--- src/rtl/mytimer_ctrl.sv ---
// Interval timer controller: CPU-visible config/status registers, a prescaled
// down-counter sequenced by an IDLE/LOAD/COUNT FSM, a timeout latch and a level irq.
module mytimer_ctrl #(
    parameter int unsigned CNT_W    = 25,
    parameter int unsigned PRESCALE = 1
) (
    input  logic        clk,
    input  logic        reset_n,
    output logic        irq,
    input  logic        s_cs_n,
    input  logic [1:0]  s_address,
    input  logic        s_read,
    output logic [31:0] s_readdata,
    input  logic        s_write,
    input  logic [31:0] s_writedata
);

    localparam int unsigned PS_W = (PRESCALE > 1) ? $clog2(PRESCALE) : 1;

    localparam logic [1:0] ADDR_CONTROL  = 2'd0;
    localparam logic [1:0] ADDR_PERIOD   = 2'd1;
    localparam logic [1:0] ADDR_STATUS   = 2'd2;
    localparam logic [1:0] ADDR_SNAPSHOT = 2'd3;

    typedef enum logic [1:0] {
        IDLE  = 2'd0,
        LOAD  = 2'd1,
        COUNT = 2'd2
    } state_t;

    state_t             state;
    state_t             state_nxt_c;
    logic               run;
    logic               cont;
    logic               irq_en;
    logic               to;
    logic [CNT_W-1:0]   period;
    logic [CNT_W-1:0]   counter;
    logic [PS_W-1:0]    prescaler;
    logic [31:0]        rd_mux_c;

    logic wr_ctrl_c;
    logic wr_period_c;
    logic wr_status_c;
    logic rd_en_c;
    logic tick_c;
    logic expire_c;

    // Bus decode
    always_comb begin
        wr_ctrl_c   = ~s_cs_n & s_write & (s_address == ADDR_CONTROL);
        wr_period_c = ~s_cs_n & s_write & (s_address == ADDR_PERIOD);
        wr_status_c = ~s_cs_n & s_write & (s_address == ADDR_STATUS);
        rd_en_c     = ~s_cs_n & s_read;
        tick_c      = (state == COUNT) && (prescaler == PS_W'(PRESCALE - 1));
        expire_c    = tick_c && (counter == '0);
    end

    // Next-state logic; a RUN=0 write stops the timer from any state
    always_comb begin
        state_nxt_c = state;
        case (state)
            IDLE:    if (wr_ctrl_c && s_writedata[0]) state_nxt_c = LOAD;
            LOAD:    state_nxt_c = COUNT;
            COUNT:   if (expire_c && !cont) state_nxt_c = IDLE;
            default: state_nxt_c = IDLE;
        endcase
        if (wr_ctrl_c && !s_writedata[0]) state_nxt_c = IDLE;
    end

    always_ff @(posedge clk or negedge reset_n) begin
        if (!reset_n) state <= IDLE;
        else          state <= state_nxt_c;
    end

    // Configuration registers; one-shot expiry drops RUN
    always_ff @(posedge clk or negedge reset_n) begin
        if (!reset_n) begin
            run    <= 1'b0;
            cont   <= 1'b0;
            irq_en <= 1'b0;
            period <= '0;
        end else begin
            if (wr_ctrl_c) begin
                run    <= s_writedata[0];
                cont   <= s_writedata[1];
                irq_en <= s_writedata[2];
            end
            if (expire_c && !cont) run <= 1'b0;
            if (wr_period_c) period <= s_writedata[CNT_W-1:0];
        end
    end

    // Prescaler and down-counter
    always_ff @(posedge clk or negedge reset_n) begin
        if (!reset_n) begin
            counter   <= '0;
            prescaler <= '0;
        end else begin
            case (state)
                LOAD: begin
                    counter   <= period;
                    prescaler <= '0;
                end
                COUNT: begin
                    if (tick_c) begin
                        prescaler <= '0;
                        if (counter != '0) counter <= counter - CNT_W'(1);
                        else if (cont)     counter <= period;
                    end else begin
                        prescaler <= prescaler + PS_W'(1);
                    end
                end
                default: ;
            endcase
        end
    end

    // Timeout latch (set beats clear) and registered interrupt
    always_ff @(posedge clk or negedge reset_n) begin
        if (!reset_n) begin
            to  <= 1'b0;
            irq <= 1'b0;
        end else begin
            if (expire_c)         to <= 1'b1;
            else if (wr_status_c) to <= 1'b0;
            irq <= to & irq_en;
        end
    end

    always_comb begin
        rd_mux_c = '0;
        case (s_address)
            ADDR_CONTROL:  rd_mux_c = {29'd0, irq_en, cont, run};
            ADDR_PERIOD:   rd_mux_c = 32'(period);
            ADDR_STATUS:   rd_mux_c = {30'd0, (state == COUNT), to};
            ADDR_SNAPSHOT: rd_mux_c = 32'(counter);
            default:       rd_mux_c = '0;
        endcase
    end

    // Read data samples pre-write register values and holds between reads
    always_ff @(posedge clk or negedge reset_n) begin
        if (!reset_n)     s_readdata <= '0;
        else if (rd_en_c) s_readdata <= rd_mux_c;
    end

endmodule

--- config.mk ---
export PLATFORM = sky130hd
export DESIGN_NAME = mytimer_ctrl
export DESIGN_NICKNAME = d
export VERILOG_FILES = /design/src/rtl/mytimer_ctrl.sv
export SDC_FILE = /design/constraint.sdc
export NUM_CORES = 1
export LEC_CHECK = 0
export CORE_MARGIN = 8
export CORE_UTILIZATION = 58
export CTS_CLUSTER_SIZE = 40
export DETAILED_ROUTE_END_ITERATION = 16
export PLACE_DENSITY = 0.95
export SETUP_SLACK_MARGIN = 0.3
export SKIP_CTS_REPAIR_TIMING = 1
export SLEW_MARGIN = 25
export SYNTH_ARGS = -nofsm -noshare
export SYNTH_HDL_FRONTEND = slang
export SYNTH_SLANG_ARGS = --single-unit
--- constraint.sdc ---
create_clock -name clk -period 5 [get_ports clk]
set_clock_uncertainty 0.05 [all_clocks]
set_input_delay 0.75 -clock clk [delete_from_list [all_inputs] [get_ports clk]]
set_output_delay 0.75 -clock clk [all_outputs]
set_load 0.02 [all_outputs]
==> flow_metrics.py <==
metrics = {
    "status": {
        "status": "finished, final reports clean",
    },
    "critical_path": {
        "slowest_delay_ns": 0.84,
        "reg2regPathDepth": 6,
        "crit_path_start_kind": "flop",
        "worstSetupPathDepth": 6,
        "worst_path_max_delay_cell": "o41a_2",
        "cp-end-kind": "flop",
        "critPathKind": "reg2reg",
        "arrival_ns": 3.67,
        "cp_max_fo": 28,
        "cp_cell_sequence": "or4_4 -> or2_0 -> o41a_2 -> nor2_1 -> buf_4 -> a2bb2oi_1",
        "critical-path-top-delay-family": "simple AND/OR/NAND/NOR gates",
        "critPathBufInv": 1,
        "worstPathRequired_ns": 5.23,
    },
    "clock_tree": {
        "clockRootBuffer": "clkbuf_8",
        "cts_inserted_buffers": 9,
        "htree_levels": 3,
        "cts_sinks": 83,
        "cts_tree": "built",
        "clkTransAtPathRegs_ns": 0.08,
        "cts_max_path_buffers": 2,
        "clock_latency_ns": 0.36,
    },
    "synth": {
        "yosysSeqAreaShare_pct": 47.31,
        "synth_area_leaders": "dfrtp_1 47%, mux2i_1 10%, mux2_2 6.9%",
        "ys_types": 48,
        "avgSynthCellArea_um2": 10.53,
        "ys_seq_elements": 83,
        "async_flop_share_pct": 100.0,
        "synth-edff-count": 0,
        "synth_largest_area_cell": "dfrtp_1",
        "synth_top_area_share_pct": 47.31,
        "synthCells": 417,
        "ys_warn_count": 0,
        "ys.flop_type": "dfrtp_1",
        "syn_area_mm2": 0.004390,
    },
    "sta": {
        "post-route-min-period_ns": 3.438,
        "slew_headroom_pct": 40.13,
        "hold_viol": 0,
        "tns_ns": 0,
        "final_max_slew_viol_count": 0,
        "post-route-period-util_pct": 68.76,
        "whs_ns": 0.3565,
        "rsz0062_at_grt": "no",
        "fmax_mhz": 290.9,
        "tightest_slew_ns": 0.8953,
        "setup_viol": 0,
    },
    "hold_path": {
        "hold_class": "in2async",
    },
    "floorplanning": {
        "die_h_um": 103.0,
        "pin_count": 72,
        "rows": 31,
        "die_x_um": 103.0,
        "dieArea_mm2": 0.01061,
        "core_area_mm2": 0.007292,
        "initial_utilization_pct": 60.21,
    },
    "placement": {
        "io_buffers": 57,
        "place.gp.congestion": 0.8444,
        "dp_hpwl_um": 6956,
        "placedCellCount": 545,
        "dpl_cell_area_mm2": 0.004976,
    },
    "route": {
        "wire_per_inst_um": 18.73,
        "dr.first_iter.drc_count": 292,
        "vias": 3573,
        "post-route-drc-count": 0,
        "viasPerCell": 6.380,
        "drt_pass1_iterations": 5,
        "antenna_left": 0,
        "drt-total-wl_um": 10490,
    },
    "global_routing": {
        "grt_pass1_wl_um": 17330,
        "grt_use_met3_pct": 6.009,
        "grt_usage_pct": 20.86,
        "grt_max_degree": 84,
        "grt.overflow.total": 0,
        "grt-busiest-layer": "met2",
        "grt_use_met2_pct": 33.75,
        "first_global_vias": 3588,
        "antenna_found_initial": 0,
        "met1_usage_pct": 26.15,
    },
    "power": {
        "p_leak_uw": 0.002282,
        "ir_drop_mv": 0.2567,
        "power.density_mw_per_mm2": 510.0,
    },
    "cells_and_area": {
        "fin_cells": 560,
        "diodes": 0,
        "layout.cells.most_common": "dfrtp_1",
        "drive_gt1_share_pct": 13.45,
        "final_util_pct": 70.54,
        "nNetsFinal": 501,
        "syn_to_final_growth_pct": 17.16,
        "final_cell_mix": "83 x dfrtp_1, 56 x clkdlybuf4s50_1, 46 x mux2i_1",
        "fin_area_mm2": 0.005144,
    },
    "run": {
        "maxCapViolCount": 0,
    },
}
==> where the power goes <==
| group | switching (uW) | internal [uW] | leakage (uW) |
|---|---|---|---|
| combinational | 592 | 514 | 0.00115 |
| sequential | 232 | 873 | 0.00104 |
| clock | 225 | 189 | 0.0000860 |
==> cells in the mapped netlist, types with 3 or more instances <==
cell       instances
o22ai_1           19
or3_1              4
nor3_1            15
buf_1              6
nand2b_1           4
mux2_2            27
nand2_1           34
dfrtp_1           83
ha_1               5
nor4_1            16
mux2i_1           46
or2_2              4
buf_2              4
a32o_1             3
clkbuf_1          20
o21ai_0           32
o2bb2ai_1         18
nor2b_1            6
nor2_1            13
buf_4             10
inv_1             14
==> path summary, 6_finish.rpt <==
path / startpoint / to / slack, ns
worst max-delay path: counter[13] / counter[12] / 1.56
worst min-delay path: reset_n / s_readdata[23] / 0.36
worst max register to register: counter[13] / counter[12] / 1.56
worst min register to register: s_readdata[18] / s_readdata[18] / 0.43
max in group asynchronous: reset_n / irq / 4.01
min in group clk: s_readdata[18] / s_readdata[18] / 0.43
==> per-layer routing <==
layer | vias up | wire [um]
li1 | 1598 | -
met1 | 1757 | 4303
met2 | 192 | 5052
met3 | 26 | 922
met4 | 0 | 209
met5 | - | 0
==> flip-flops by register name, summed over array words and instances (netlist names), 2 cells and up <==
register / flops
counter: 25
state: 2
s_readdata: 25
period: 25
==> kinds of logic after synthesis <==
family | synth area share [%]
and+or+nand+nor | 13.71
AOI/OAI and AO/OA | 13.19
DFF | 47.31
muxes | 18.44
buffers and inverters | 5.842
adders and majority gates | 1.425
other | 0.08541
==> layout make-up <==
class	count	area (um2)
Multi-Input combinational cell	285	2106
Sequential cell	83	2077
Fill cell	536	2148
Clock inverter	3	15.01
Tap cell	99	123.9
Inverter	14	52.55
Clock buffer	12	145.1
Timing Repair Buffer	64	624.3
==> per-stage QoR <==
| stage | power, uW | setup WS [ns] |
|---|---|---|
| finish | 2623 | 1.562 |
| global route | 2787 | 1.438 |
| CTS | 2609 | 1.480 |
| detailed placement | 2189 | 1.497 |
| global placement | 2115 | 1.599 |
| floorplan | 1860 | 2.472 |
Note: power is estimated with default switching activity, not from simulation.
